File: src/rtl/rr_arb_pkg.sv
// Shared types, constants and winner-selection helpers for the 4-channel
// round-robin arbiter in front of mux4to1.
package rr_arb_pkg;

    localparam int CH_NUM = 4;
    localparam int SEL_W  = 2;

    typedef logic [SEL_W-1:0] ch_sel_t;

    // Output register occupancy: EMPTY has no word, FULL holds an unconsumed word.
    typedef enum logic {
        ST_EMPTY = 1'b0,
        ST_FULL  = 1'b1
    } out_state_e;

    // Round-robin pick: search from last+1 upward with wrap, first valid wins.
    // With no valid bit the result is unused, so last+1 is returned.
    function automatic ch_sel_t rr_pick(input logic [CH_NUM-1:0] valid,
                                        input ch_sel_t           last);
        ch_sel_t pick;
        ch_sel_t idx;
        logic    found;
        pick  = last + 2'd1;
        found = 1'b0;
        for (int i = 1; i <= CH_NUM; i++) begin
            idx = last + ch_sel_t'(i);
            if (!found && valid[idx]) begin
                pick  = idx;
                found = 1'b1;
            end
        end
        return pick;
    endfunction

    // Fixed priority pick: lowest valid index wins (A highest).
    function automatic ch_sel_t fixed_pick(input logic [CH_NUM-1:0] valid);
        ch_sel_t pick;
        pick = 2'd0;
        for (int i = CH_NUM - 1; i >= 0; i--) begin
            if (valid[i]) begin
                pick = ch_sel_t'(i);
            end
        end
        return pick;
    endfunction

    // One-hot decode of a channel index.
    function automatic logic [CH_NUM-1:0] sel_onehot(input ch_sel_t sel);
        return 4'b0001 << sel;
    endfunction

endpackage

File: src/rtl/rr_arb4_mux_mux4to1.sv
// Plain combinational 4:1 word multiplexer; S selects A..D.
module mux4to1 #(
    parameter int N = 4
) (
    input  logic [N-1:0] A,
    input  logic [N-1:0] B,
    input  logic [N-1:0] C,
    input  logic [N-1:0] D,
    input  logic [1:0]   S,
    output logic [N-1:0] Z
);

    // Route the selected channel word to Z.
    always_comb begin
        case (S)
            2'd0:    Z = A;
            2'd1:    Z = B;
            2'd2:    Z = C;
            2'd3:    Z = D;
            default: Z = {N{1'b0}};
        endcase
    end

endmodule

File: src/rtl/rr_arb4_mux.sv
// Round-robin 4-to-1 funnel: arbitrates four valid/ready channels, drives the
// select of a mux4to1 instance and registers the chosen word into a single
// output stage with valid/ready flow control.
// Build option: define RR_ARB_FIXED_PRIO_EN for fixed priority (A highest);
// the default build uses round-robin starting after the last winner.
module rr_arb4_mux
    import rr_arb_pkg::*;
#(
    parameter int N = 4
) (
    input  logic              clk,
    input  logic              reset,
    input  logic [CH_NUM-1:0] in_valid,
    output logic [CH_NUM-1:0] in_ready,
    input  logic [N-1:0]      A,
    input  logic [N-1:0]      B,
    input  logic [N-1:0]      C,
    input  logic [N-1:0]      D,
    output logic              out_valid,
    input  logic              out_ready,
    output logic [N-1:0]      out_data,
    output logic [SEL_W-1:0]  out_sel,
    output logic [CH_NUM-1:0] grant
);

    out_state_e        state_q, state_d;
    logic [N-1:0]      data_q, data_d;
    ch_sel_t           sel_q, sel_d;
    logic [CH_NUM-1:0] grant_q, grant_d;
`ifndef RR_ARB_FIXED_PRIO_EN
    ch_sel_t           last_q, last_d;
`endif

    ch_sel_t           winner_s;
    logic              accept_s;
    logic [N-1:0]      mux_z_s;
    logic              full_s;

    assign full_s = (state_q == ST_FULL);

    // Winner selection; only the valid vector and the priority pointer matter.
    always_comb begin
`ifdef RR_ARB_FIXED_PRIO_EN
        winner_s = fixed_pick(in_valid);
`else
        winner_s = rr_pick(in_valid, last_q);
`endif
    end

    // Accept when something is offered and the output slot is free or draining;
    // reset blocks acceptance so a reset cycle never moves a word.
    always_comb begin
        accept_s = (in_valid != 4'b0000) && (!full_s || out_ready) && !reset;
        if (accept_s) begin
            in_ready = sel_onehot(winner_s);
        end else begin
            in_ready = 4'b0000;
        end
    end

    mux4to1 #(.N(N)) u_mux (
        .A (A),
        .B (B),
        .C (C),
        .D (D),
        .S (winner_s),
        .Z (mux_z_s)
    );

    // Next-state logic for the output stage: load on accept, drop on drain, else hold.
    always_comb begin
        state_d = state_q;
        data_d  = data_q;
        sel_d   = sel_q;
        grant_d = grant_q;
`ifndef RR_ARB_FIXED_PRIO_EN
        last_d  = last_q;
`endif
        case (state_q)
            ST_EMPTY: begin
                if (accept_s) begin
                    state_d = ST_FULL;
                    data_d  = mux_z_s;
                    sel_d   = winner_s;
                    grant_d = sel_onehot(winner_s);
`ifndef RR_ARB_FIXED_PRIO_EN
                    last_d  = winner_s;
`endif
                end else begin
                    state_d = ST_EMPTY;
                end
            end
            ST_FULL: begin
                if (accept_s) begin
                    state_d = ST_FULL;
                    data_d  = mux_z_s;
                    sel_d   = winner_s;
                    grant_d = sel_onehot(winner_s);
`ifndef RR_ARB_FIXED_PRIO_EN
                    last_d  = winner_s;
`endif
                end else if (out_ready) begin
                    state_d = ST_EMPTY;
                    grant_d = 4'b0000;
                end else begin
                    state_d = ST_FULL;
                end
            end
            default: begin
                state_d = ST_EMPTY;
                grant_d = 4'b0000;
            end
        endcase
    end

    // Output stage and priority pointer registers with synchronous reset.
    always_ff @(posedge clk) begin
        if (reset) begin
            state_q <= ST_EMPTY;
            data_q  <= {N{1'b0}};
            sel_q   <= 2'd0;
            grant_q <= 4'b0000;
`ifndef RR_ARB_FIXED_PRIO_EN
            last_q  <= 2'd3;
`endif
        end else begin
            state_q <= state_d;
            data_q  <= data_d;
            sel_q   <= sel_d;
            grant_q <= grant_d;
`ifndef RR_ARB_FIXED_PRIO_EN
            last_q  <= last_d;
`endif
        end
    end

    assign out_valid = full_s;
    assign out_data  = data_q;
    assign out_sel   = sel_q;
    assign grant     = grant_q;

endmodule

File: config.mk
export PLATFORM = sky130hd
export DESIGN_NAME = rr_arb4_mux
export DESIGN_NICKNAME = d
export VERILOG_FILES = /design/src/rtl/rr_arb_pkg.sv /design/src/rtl/rr_arb4_mux_mux4to1.sv /design/src/rtl/rr_arb4_mux.sv
export SDC_FILE = /design/constraint.sdc
export NUM_CORES = 1
export LEC_CHECK = 0
export CELL_PAD_IN_SITES_DETAIL_PLACEMENT = 0
export CELL_PAD_IN_SITES_GLOBAL_PLACEMENT = 1
export CORE_ASPECT_RATIO = 0.75
export CORE_UTILIZATION = 28
export CTS_CLUSTER_DIAMETER = 30
export DETAILED_ROUTE_END_ITERATION = 12
export GPL_ROUTABILITY_DRIVEN = 0
export GPL_TIMING_DRIVEN = 0
export PLACE_DENSITY_LB_ADDON = 0.1
export SYNTH_ARGS = -nofsm -noshare
export SYNTH_HDL_FRONTEND = slang
export SYNTH_SLANG_ARGS = --single-unit
File: constraint.sdc
create_clock -name clk -period 1.88 [get_ports clk]
set_input_delay 0.376 -clock clk [delete_from_list [all_inputs] [get_ports clk]]
set_output_delay 0.376 -clock clk [all_outputs]
set_load 0.01 [all_outputs]
# == After elaboration in Yosys (flattened, before gate mapping) ==
# Cells that the tools add are included.
# classes
n_addsub,3
order_cmp,4
n_eq_ne,5
shift,1
muxes,26
bitwise,1
reduce_logical,14
# op_table
op,count
4-bit 2-to-1 mux,5
4-bit one-hot mux with 4 select lines,1
2-bit by 3-bit less-than comparator with 1-bit output (second input constant),4
1-bit 2-to-1 mux,10
1-bit binary-select mux with 2-bit select,4
2-bit 2-to-1 mux,4
4-bit one-hot mux with 2 select lines,1
1-bit logical AND,5
1-bit logical NOT,5
2-bit adder (second input constant),2
2-bit equality test (second input constant),2
4-bit nonzero test,1
1-bit by 2-bit << shifter with 4-bit output (first input constant),1
3-bit by 2-bit != test with 1-bit output (second input constant),1
2-bit by 1-bit adder with 2-bit output (second input constant),1
2-bit by 1-bit equality test with 1-bit output (second input constant),1
2-bit logical NOT,1
2-bit != test (second input constant),1
1-bit one-hot mux with 2 select lines,1
2-bit AND reduction,1
1-bit logical OR,1
1-bit NOT,1
# totals
reg_bits,13
input_bits,23
out_inout_bits,15
elab_cells,59

# == Longest topological paths before layout ==
# depth
word_depth,16
depth_mapped,6
depth_no_buf,5

# == Hierarchy ==
# Synthesis repeated with hierarchy kept, for this count alone.
# unflattened
cells_unflattened,80
hier_area_um2,763.2
# by_module_without_submodules
mod,instances,cells_per_inst,area_each_um2,seq_area_each_um2
rr_arb4_mux,1,76,658.1,260.2
mux4to1,1,4,105.1,0.0

# == Least setup slack after synthesis ==
# Ideal clock, no wire load.
# synth_path
path_type,input port to output port
start,input in_valid[3]
end,output in_ready[2]
arrival_time_ns,1.326
required_ns,1.504
setup_slack_ns,0.178
path_stages,4
n_path_buf,0
path_cell_list,nor2b_1 o22ai_1 a221o_1 nor3_1
# synth_via
elab_chain_cells,14
elab_cells_between_ends,25
classes_between,shift (1); mux (15); reduce/logical (9)
# synth_rtl
item,line,source
start: declaration,rr_arb4_mux.sv:13,"input logic [CH_NUM-1:0] in_valid,"
1-bit binary-select mux with 2-bit select,rr_arb_pkg.sv:27,if (!found && valid[idx]) begin
1-bit 2-to-1 mux (not written as such),rr_arb_pkg.sv:27,
1-bit 2-to-1 mux,rr_arb_pkg.sv:27,
1-bit logical NOT,rr_arb_pkg.sv:27,
1-bit logical AND,rr_arb_pkg.sv:27,
1-bit 2-to-1 mux,rr_arb_pkg.sv:27,
1-bit logical NOT,rr_arb_pkg.sv:27,
1-bit logical AND,rr_arb_pkg.sv:27,
1-bit 2-to-1 mux,rr_arb_pkg.sv:27,
1-bit logical NOT,rr_arb_pkg.sv:27,
1-bit logical AND,rr_arb_pkg.sv:27,
2-bit 2-to-1 mux,rr_arb_pkg.sv:27,
1-bit by 2-bit << shifter with 4-bit output,rr_arb_pkg.sv:49,return 4'b0001 << sel;
4-bit 2-to-1 mux (*),rr_arb4_mux.sv:54,if (accept_s) begin
end: declaration,rr_arb4_mux.sv:14,"output logic [CH_NUM-1:0] in_ready,"
# Every way passes the cells marked *; elsewhere a longest branch is shown, timed or not. The select of a mux whose other input is x is not followed.

# == Worst setup path after layout ==
# layout_path
start,register last_q[0]
end,output in_ready[3]
# layout_via
elab_chain_cells,15
elab_cells_between_ends,25
classes_between,add/sub (3); shift (1); mux (15); reduce/logical (6)
# layout_rtl
item,line,source
start: declaration,rr_arb4_mux.sv:31,"ch_sel_t last_q, last_d;"
start signal: assignment,rr_arb4_mux.sv:132,last_q <= last_d;
2-bit by 1-bit adder with 2-bit output,"rr_arb_pkg.sv:23, rr_arb_pkg.sv:26",
1-bit binary-select mux with 2-bit select,rr_arb_pkg.sv:27,
1-bit 2-to-1 mux (not written as such),rr_arb_pkg.sv:27,
1-bit 2-to-1 mux,rr_arb_pkg.sv:27,
1-bit logical NOT,rr_arb_pkg.sv:27,
1-bit logical AND,rr_arb_pkg.sv:27,
1-bit 2-to-1 mux,rr_arb_pkg.sv:27,
1-bit logical NOT,rr_arb_pkg.sv:27,
1-bit logical AND,rr_arb_pkg.sv:27,
1-bit 2-to-1 mux,rr_arb_pkg.sv:27,
1-bit logical NOT,rr_arb_pkg.sv:27,
1-bit logical AND,rr_arb_pkg.sv:27,
2-bit 2-to-1 mux (*),rr_arb_pkg.sv:27,
1-bit by 2-bit << shifter with 4-bit output (*),rr_arb_pkg.sv:49,
4-bit 2-to-1 mux (*),rr_arb4_mux.sv:54,
# Marked as above.

==> flow_summary.json <==
{
  "drt_pass1_iterations": 4,
  "clk_latency_ns": 0.28,
  "std_cell_rows": 15,
  "dieHeight_um": 47.0,
  "vias": 802,
  "status": "finished with violations",
  "numCtsBuffers": 3,
  "yosys_warnings": 0,
  "synth-seq-cells": 13,
  "rsz0062_at_grt": "yes",
  "maxSlewHeadroom_pct": 69.4,
  "root_buffer": "clkbuf_4",
  "area_delta_synth_final_pct": 79.3,
  "p_seq_share_pct": 35.4,
  "tightest_slew_ns": 0.459,
  "p_clk_share_pct": 18.2,
  "yosys.area.top_type": "dfxtp_1",
  "grt_max_degree": 11,
  "p_sw_w": 0.000329,
  "violations": "setup timing",
  "hold_buffers": 0,
  "drc": 0,
  "period_share_pct": 109,
  "grt_pass1_wl_um": 3610,
  "start_kind": "flop",
  "worstPathCellList": "buf_12 > xnor2_2 > a221o_1 > nor3_1 > buf_2",
  "track_usage_pct": 17.5,
  "p_per_area_mw_per_mm2": 713,
  "pwr-share-comb_pct": 46.4,
  "crit_slowest_cell": "a221o_1",
  "dp.cells": 152,
  "p_int_w": 0.000639,
  "fin_ws_ns": -0.161,
  "utilization_pct": 56.1,
  "layout-drive-gt1-share_pct": 37.7,
  "clk_pin_slew_worst_paths_ns": 0.08,
  "min_path_type": "reg -> reg",
  "worst_clock_skew_ns": 0.00116,
  "ff2ff_setup_slack_ns": 0.30,
  "hpwl_um": 1570,
  "syn-cell-area_um2": 757,
  "report.final.slew_viol_count": 0,
  "ys.flop_type": "dfxtp_1",
  "arrival_ns": 1.66,
  "critPathKind": "reg -> out",
  "crit_path_max_incr_delay_ns": 0.40,
  "cts.sink_count": 13,
  "synth-seq-area-share_pct": 34.4,
  "mostFrequentLayoutCell": "clkdlybuf4s50_1",
  "synth_cells": 81,
  "drv_cap": 0,
  "wl_um": 2300,
  "drt_iter0_drc": 14,
  "fin_cells": 164,
  "diodes": 0,
  "gr-total-overflow": 0,
  "nNetsFinal": 154,
  "worstSetupEndpointType": "primary output",
  "synth_edf_count": 0,
  "place_ws_ns": -0.976,
  "cp_max_fo": 4,
  "syn_nets": 104,
  "viasPerCell": 4.89,
  "fmax_ghz": 0.490,
  "routedWlPerCell_um": 14.0,
  "die_x_um": 62.0,
  "power.leakage_nw": 0.556,
  "io-pin-count": 38,
  "avgSynthCellArea_um2": 9.35,
  "dieArea_mm2": 0.00292,
  "post-synth-top-area-fraction_pct": 34.4,
  "antenna_found_initial": 0,
  "setup_viol_count_final": 4,
  "synth_cell_types": 30,
  "cts_tree": "built",
  "ant_nets": 0,
  "portBuffers": 37,
  "cts_max_level": 1,
  "grt_pass1_vias": 787,
  "synthArstFlopShare_pct": 0,
  "p_sw_share_pct": 34.0,
  "synth_area_leaders": "dfxtp_1 (34%), mux2i_1 (11%), o221ai_2 (7.9%)",
  "ir_drop_mv": 0.359,
  "final_cell_mix": "clkdlybuf4s50_1 (28), dfxtp_1 (11), buf_4 (8), mux2i_1 (8), buf_2 (7)",
  "cp.required_ns": 1.50,
  "initial_core_util_pct": 31.3,
  "final-hold-violation-count": 0,
  "cts.path.max_buffers": 2,
  "core_area_mm2": 0.00242,
  "period_needed_ns": 2.04
}
==> synthesized netlist by cell type (all sizes together), types with 3 or more instances <==
cell type and number:
o21ai 3, nor2 7, nand2 7, o221ai 5
mux2i 8, nand3b 4, a21oi 6, inv 3
nor3 6, dfxtp 13
==> critical path: cells and delay by family, from the launching register on <==
| kind | cells | cell delay (ns) |
|---|---|---|
| AO/OA/AOI/OAI | 1 | 0.40 |
| flip-flops | 1 | 0.37 |
| buffers and inverters | 2 | 0.29 |
| AND/OR/NAND/NOR | 1 | 0.18 |
| XOR/XNOR | 1 | 0.15 |
==> metal layers <==
layer,vias to the layer above,global-route usage (%),wire (um)
met4,0,4.00,11
li1,404,-,-
met3,2,5.79,151
met2,25,29.4,1070
met1,371,22.1,1070
met5,-,0,0
==> area by class of cell <==
class | instances | area, um2
Fill cell | 234 | 1060
Multi-Input combinational cell | 62 | 578
Timing Repair Buffer | 45 | 408
Sequential cell | 13 | 268
Tap cell | 34 | 42.5
Clock buffer | 3 | 22.5
Buffer | 3 | 22.5
Inverter | 3 | 11.3
Clock inverter | 1 | 5.00
==> cell families (layout without fill, tap and decap cells) <==
group           after synthesis  count (layout)  synth area share [%]
simple gates                 31              31                  23.0
compound gates               22              22                  26.8
flops                        13              13                  34.4
buf+inv                       6              55                  4.13
xor+xnor                      1               1                  1.16
mux                           8               8                  10.6
==> power groups by stage <==
stage	clock [W]	sequential (W)	combinational, W
final	0.000176	0.000343	0.000450
after global routing	0.000198	0.000348	0.000486
after CTS	0.000185	0.000345	0.000424
after detailed placement	0	0.000345	0.000369
after global placement	0	0.000344	0.000367
after floorplan	0	0.000356	0.000194
==> flip-flops by register name, indices dropped and copies added, names as in the netlist <==
register and flops:
last_q 2, out_data 4, out_valid 1, grant 4, out_sel 2
==> metrics by stage <==
stage	area [um2]	total power, W	TNS [ns]	hold WS (ns)
2_1_floorplan	757	0.000550	0	0.481
3_3_place_gp	1170	0.000711	-6.71	0.451
3_5_place_dp	1170	0.000713	-7.07	0.451
4_1_cts	1320	0.000954	-0.347	0.467
5_1_grt	1360	0.00103	-0.756	0.492
6_report	1360	0.000968	-0.477	0.468
==> final timing paths <==
kind	start	end	depth (start not counted)
setup / recovery	last_q[0]	in_ready[3]	5
hold / removal	out_sel[1]	out_sel[1]	2
setup reg to reg	last_q[0]	out_data[2]	7
hold reg to reg	out_sel[1]	out_sel[1]	2
==> what timing repair did <==
item / 4_1_cts / 5_1_grt
setup buffers: 7 / 1
pin swaps: 10 / 4
resized for setup: 61 / 2
setup endpoints to repair: 8 / 4
(Power assumes the default switching activity.)
